--- src/rtl/odd_parity_frame_tx_pkg.sv ---
// Shared definitions for the odd-parity serial frame transmitter:
// FSM state encoding, nibble width, counter sizing and the parity helper.
package odd_parity_frame_tx_pkg;

  localparam int NIBBLE_W = 4;

  typedef enum logic [2:0] {
    IDLE   = 3'd0,
    START  = 3'd1,
    DATA   = 3'd2,
    PARITY = 3'd3,
    STOP   = 3'd4
  } state_e;

  // Bit-time counter width; never narrower than one bit.
  function automatic int cnt_width(input int clks_per_bit);
    int w;
    w = $clog2(clks_per_bit * 2);
    if (w < 1) begin
      w = 1;
    end else begin
      w = w;
    end
    return w;
  endfunction

  // Odd parity: the returned bit makes the total count of ones odd.
  function automatic logic odd_parity(input logic [NIBBLE_W-1:0] d);
    return ~(^d);
  endfunction

endpackage

--- src/rtl/odd_parity_frame_tx_if.sv ---
// Nibble handshake between a producer (master) and the transmitter (slave).
interface odd_parity_frame_tx_if;

  logic                                         in_valid;
  logic                                         in_ready;
  logic [odd_parity_frame_tx_pkg::NIBBLE_W-1:0] in_data;

  modport master (output in_valid, output in_data, input in_ready);
  modport slave  (input in_valid, input in_data, output in_ready);

endinterface

--- src/rtl/odd_parity_generator.sv ---
// Combinational odd-parity generator for one nibble.
module odd_parity_generator
  import odd_parity_frame_tx_pkg::*;
(
  input  logic [NIBBLE_W-1:0] a,
  output logic                y
);

  assign y = odd_parity(a);

endmodule

--- src/rtl/odd_parity_frame_tx.sv ---
// Serial frame transmitter: start bit, 4 data bits LSB first, odd parity,
// STOP_BITS stop bits. Each bit is held CLKS_PER_BIT clocks. tx and
// frame_done are registered; frame_done is computed from the next state so
// it lands exactly on the final stop-bit cycle.
module odd_parity_frame_tx
  import odd_parity_frame_tx_pkg::*;
#(
  parameter int CLKS_PER_BIT = 4,
  parameter int STOP_BITS    = 1
) (
  input  logic                 clk,
  input  logic                 rst,
  odd_parity_frame_tx_if.slave bus,
  output logic                 tx,
  output logic                 busy,
  output logic                 frame_done
);

  localparam int               CNT_W     = cnt_width(CLKS_PER_BIT);
  localparam logic [CNT_W-1:0] CNT_LAST  = CNT_W'(CLKS_PER_BIT - 1);
  localparam logic [1:0]       STOP_LAST = 2'(STOP_BITS - 1);

  state_e                state_r, state_s;
  logic [CNT_W-1:0]      cnt_r, cnt_s;
  logic [1:0]            idx_r, idx_s;
  logic [NIBBLE_W-1:0]   data_r, data_s;
  logic                  parity_r, parity_s;
  logic                  tx_r, tx_s;
  logic                  done_r, done_s;
  logic                  gen_parity_s;
  logic                  wrap_s;

  odd_parity_generator u_parity (
    .a (bus.in_data),
    .y (gen_parity_s)
  );

  assign wrap_s       = (cnt_r == CNT_LAST);
  assign bus.in_ready = (state_r == IDLE) && !rst;
  assign busy         = (state_r != IDLE);
  assign tx           = tx_r;
  assign frame_done   = done_r;

  // Next-state, bit timing and serial line level for the following cycle.
  always_comb begin
    state_s  = state_r;
    cnt_s    = wrap_s ? '0 : cnt_r + CNT_W'(1);
    idx_s    = idx_r;
    data_s   = data_r;
    parity_s = parity_r;
    tx_s     = tx_r;
    case (state_r)
      IDLE: begin
        cnt_s = '0;
        idx_s = 2'd0;
        if (bus.in_valid) begin
          state_s  = START;
          data_s   = bus.in_data;
          parity_s = gen_parity_s;
          tx_s     = 1'b0;
        end else begin
          tx_s = 1'b1;
        end
      end
      START: begin
        if (wrap_s) begin
          state_s = DATA;
          idx_s   = 2'd0;
          tx_s    = data_r[0];
        end else begin
          tx_s = 1'b0;
        end
      end
      DATA: begin
        if (wrap_s) begin
          if (idx_r == 2'd3) begin
            state_s = PARITY;
            idx_s   = 2'd0;
            tx_s    = parity_r;
          end else begin
            idx_s = idx_r + 2'd1;
            tx_s  = data_r[idx_r + 2'd1];
          end
        end else begin
          tx_s = data_r[idx_r];
        end
      end
      PARITY: begin
        if (wrap_s) begin
          state_s = STOP;
          idx_s   = 2'd0;
          tx_s    = 1'b1;
        end else begin
          tx_s = parity_r;
        end
      end
      STOP: begin
        tx_s = 1'b1;
        if (wrap_s) begin
          if (idx_r == STOP_LAST) begin
            state_s = IDLE;
            idx_s   = 2'd0;
          end else begin
            idx_s = idx_r + 2'd1;
          end
        end else begin
          idx_s = idx_r;
        end
      end
      default: begin
        state_s = IDLE;
        cnt_s   = '0;
        idx_s   = 2'd0;
        tx_s    = 1'b1;
      end
    endcase
    done_s = (state_s == STOP) && (idx_s == STOP_LAST) && (cnt_s == CNT_LAST);
  end

  // State and output registers; reset forces the line idle and drops any frame.
  always_ff @(posedge clk or posedge rst) begin
    if (rst) begin
      state_r  <= IDLE;
      cnt_r    <= '0;
      idx_r    <= 2'd0;
      data_r   <= '0;
      parity_r <= 1'b0;
      tx_r     <= 1'b1;
      done_r   <= 1'b0;
    end else begin
      state_r  <= state_s;
      cnt_r    <= cnt_s;
      idx_r    <= idx_s;
      data_r   <= data_s;
      parity_r <= parity_s;
      tx_r     <= tx_s;
      done_r   <= done_s;
    end
  end

endmodule

--- src/flat_wrapper.sv ---
// flat-port wrapper written by rule: the top's interface ports become plain ports
module odd_parity_frame_tx_flat import odd_parity_frame_tx_pkg::*;
#(
  parameter int CLKS_PER_BIT = 4,
  parameter int STOP_BITS    = 1
)
  (clk, rst, tx, busy, frame_done, bus_in_valid, bus_in_data, bus_in_ready);
  odd_parity_frame_tx_if bus_i ();
  input  logic clk;
  input  logic rst;
  output logic tx;
  output logic busy;
  output logic frame_done;
  input wire logic [$bits(bus_i.in_valid)-1:0] bus_in_valid;
  input wire logic [$bits(bus_i.in_data)-1:0] bus_in_data;
  output wire logic [$bits(bus_i.in_ready)-1:0] bus_in_ready;
  assign bus_i.in_valid = bus_in_valid;
  assign bus_i.in_data = bus_in_data;
  assign bus_in_ready = bus_i.in_ready;
  odd_parity_frame_tx #(.CLKS_PER_BIT(CLKS_PER_BIT), .STOP_BITS(STOP_BITS)) u_core (.clk(clk), .rst(rst), .bus(bus_i), .tx(tx), .busy(busy), .frame_done(frame_done));
endmodule
--- config.mk ---
export PLATFORM = sky130hd
export DESIGN_NAME = odd_parity_frame_tx_flat
export DESIGN_NICKNAME = d
export VERILOG_FILES = /design/src/rtl/odd_parity_frame_tx_pkg.sv /design/src/rtl/odd_parity_frame_tx_if.sv /design/src/rtl/odd_parity_generator.sv /design/src/rtl/odd_parity_frame_tx.sv /design/src/flat_wrapper.sv
export SDC_FILE = /design/constraint.sdc
export NUM_CORES = 1
export LEC_CHECK = 0
export CAP_MARGIN = 15
export CORE_MARGIN = 2
export CORE_UTILIZATION = 35
export DETAILED_ROUTE_END_ITERATION = 12
export GPL_ROUTABILITY_DRIVEN = 1
export GPL_TIMING_DRIVEN = 1
export PLACE_DENSITY = 0.67
export SETUP_SLACK_MARGIN = 0.4
export SYNTH_ARGS = -nofsm -noshare
export SYNTH_HDL_FRONTEND = slang
export SYNTH_SLANG_ARGS = --single-unit
export TNS_END_PERCENT = 10
--- constraint.sdc ---
create_clock -name clk -period 4.5 [get_ports clk]
set_input_delay 0.9 -clock clk [delete_from_list [all_inputs] [get_ports clk]]
set_output_delay 0.9 -clock clk [all_outputs]
set_load 0.01 [all_outputs]
==> metrics.yaml <==
crit_path_end_kind: "primary output"
post_dp_cell_area_um2: 983
cts_resized: 0
cap_violations: 0
drt-vias-per-instance: 5.39
p_clk_share_pct: 13.3
crit_arrival_ps: 1960
synth_top_cell_area_share_pct: 40.3
start_util_pct: 36.0
grt_overflow_total: 0
cp_common_cell: "clkdlybuf4s50_1"
vias: 668
cts.root.buffer_cell: "clkbuf_4"
crit_fanout: 2
hold_violations: 0
p_int_mw: 0.357
dpl.hpwl_um: 1170
swShare_pct: 37.0
nNetsFinal: 106
path_class: "in2out"
r2r_cells: 5
clk_latency_ps: 280
syn-num-nets: 95
clk_path_buf_depth: 2
io_pins: 11
clock-sinks: 15
hold_path_startpoint: "u_core.cnt_r[0]$_DFF_PP0_"
status: "finished, final reports clean"
synth_cells: 84
port_buffers: 10
post_drt_wl_per_cell_um: 13.0
whs_ps: 467
finalSetupViolations: 0
coreArea_mm2: 0.00241
chipHeight_um: 53.8
reg2reg_setup_slack_ps: 2460
grt_max_degree: 16
synthesis.area_um2: 868
cp_slowest_cell: "clkdlybuf4s50_1"
cts_max_level: 1
insertedDiodeCount: 0
tightest_slew_ps: 674
min_period_over_period_pct: 63.5
power_frac_comb_pct: 42.7
final_common_cell: "dfrtp_1"
hold_class: "reg2reg"
rr_startpoint: "u_core.cnt_r[0]$_DFF_PP0_"
die_w_um: 53.8
path_cells: "clkdlybuf4s50_1 > nor2_1 > clkdlybuf4s50_1"
first_pass_iters: 4
cts_tree: "built"
drive_gt1_share_pct: 11.7
power.net_switching_mw: 0.210
min_period_ps: 2860
ys_ff_latch: 15
rr_endpoint: "u_core.frame_done$_DFF_PP0_"
synth_top_area_cell: "dfrtp_1"
syn2layout_area_growth_pct: 16.3
synth.area.top_cells: "dfrtp_1 (40%), ha_1 (5.8%), mux2_2 (5.2%), mux4_2 (5.2%), nand2_1 (3.9%)"
p_per_area_mw_per_mm2: 561
yosysWarnings: 0
first_global_vias: 643
drt_iter0_markers: 13
finalSetupTns_ps: 0
cts_setup_buffers: 0
rsz0062_at_grt: "false"
max_stage_delay_ps: 530
crit_end: "bus_in_ready"
ir_drop_mv: 0.309
relSlewSlack_pct: 55.0
num_rows: 18
final_max_slew_viol_count: 0
stdcell_area_mm2: 0.00101
synth_area_per_cell_um2: 10.3
required_ps: 3600
final_antenna_net_count: 0
path_clk_slew_ps: 90
final_cell_mix: "dfrtp_1 (14), clkdlybuf4s50_1 (10), nand2_1 (9)"
skew_ps: 4.88
sequentialPowerShare_pct: 44.1
clock.fmax_mhz: 350
setup.worst_path.start_class: "input port"
grt_pass1_wl_um: 2820
dieArea_mm2: 0.00290
drc: 0
ys_seq_area_share_pct: 43.4
ys_types: 33
grt_use_total_pct: 14.0
cts_made_buffers: 3
routabilityCongestion: 0.778
finalWirelength_um: 1610
finalPower_mw: 0.566
cts_hold_buf: 0
antenna_found_initial: 0
leakage_nw: 0.430
startpoint: "rst"
-- cells in the mapped netlist --
| cell | instances |
|---|---|
| o21ai_0 | 4 |
| o211a_1 | 1 |
| a21oi_1 | 5 |
| mux2i_1 | 1 |
| and3b_1 | 1 |
| buf_2 | 3 |
| a2111o_1 | 1 |
| nor4_1 | 1 |
| nor2b_1 | 2 |
| nor3_1 | 2 |
| a31o_2 | 1 |
| a41o_1 | 1 |
| xor2_1 | 2 |
| inv_1 | 4 |
| or3_1 | 2 |
| or4_1 | 1 |
| a32oi_1 | 1 |
| nor4bb_1 | 2 |
| nand2b_1 | 1 |
| o221ai_1 | 1 |
| mux2_2 | 4 |
| buf_4 | 1 |
| nand3_1 | 1 |
| xnor2_1 | 2 |
| mux4_2 | 2 |
| nor2_1 | 6 |
| ha_1 | 4 |
| nor3b_1 | 1 |
| o21ai_1 | 1 |
| nand2_1 | 9 |
| nor4b_1 | 1 |
| dfrtp_1 | 14 |
| dfstp_2 | 1 |
-- power groups by stage --
stage	registers, mW	logic, mW	clock network [mW]
floorplan	0.221	0.213	0
global placement	0.248	0.237	0
detailed placement	0.252	0.244	0
CTS	0.249	0.245	0.0800
global route	0.261	0.275	0.0886
finish	0.250	0.242	0.0751
-- metrics by stage --
| stage | util (%) | worst slack, ps | std cells |
|---|---|---|---|
| finish | 41.9 | 1640 | 124 |
| global route | 41.9 | 1590 | 124 |
| detailed placement | 40.8 | 1630 | 120 |
| floorplan | - | 2530 | 84 |
| global placement | 40.8 | 1650 | 120 |
| CTS | 41.9 | 1640 | 124 |
-- critical path, delay by kind of cell --
family	cells	cell delay (ps)
buf+inv	2	950
simple gates	1	100
-- final cells by class --
| type | count | area (um2) |
|---|---|---|
| fill | 227 | 1400 |
| clock buffer | 4 | 26.3 |
| sequential | 15 | 377 |
| timing repair buffer | 10 | 100 |
| tap | 30 | 37.5 |
| inverter | 4 | 15.0 |
| multi-input combinational | 61 | 454 |
-- kinds of logic (layout without fill, tap and decap cells) --
family / count (synthesis) / in the layout / share of synthesized area [%]
buffers and inverters: 8 / 18 / 4.32
multiplexers: 7 / 7 / 11.5
adder cells (fa/ha/maj): 4 / 4 / 5.76
XOR/XNOR: 4 / 4 / 4.04
AO/OA/AOI/OAI: 16 / 16 / 12.4
AND/OR/NAND/NOR: 30 / 30 / 18.6
flip-flops: 15 / 15 / 43.4
-- how the worst min path moves through the flow --
stage,endpoint,slack (ps),cells after the start
4_1_cts,u_core.cnt_r[0]$_DFF_PP0_,470,1
3_5_place_dp,u_core.cnt_r[0]$_DFF_PP0_,460,1
6_report,u_core.cnt_r[0]$_DFF_PP0_,470,1
2_1_floorplan,u_core.cnt_r[0]$_DFF_PP0_,430,1
3_3_place_gp,u_core.cnt_r[0]$_DFF_PP0_,450,1
5_1_grt,u_core.cnt_r[0]$_DFF_PP0_,510,1
-- sequential cells by signal (all words and copies together), names as in the netlist --
register / cells
u_core.idx_r: 2
u_core.frame_done: 1
u_core.tx: 1
u_core.state_r: 3
u_core.cnt_r: 3
u_core.data_r: 4
u_core.parity_r: 1
-- layer usage --
layer / GRT usage [%] / routed length (um) / up-vias
met4: 10.3 / 55 / 0
met3: 3.61 / 67 / 6
li1: - / - / 325
met5: 0 / 0 / -
met2: 20.1 / 719 / 18
met1: 17.9 / 764 / 319
No activity file was read; power rests on OpenSTA's default activity.
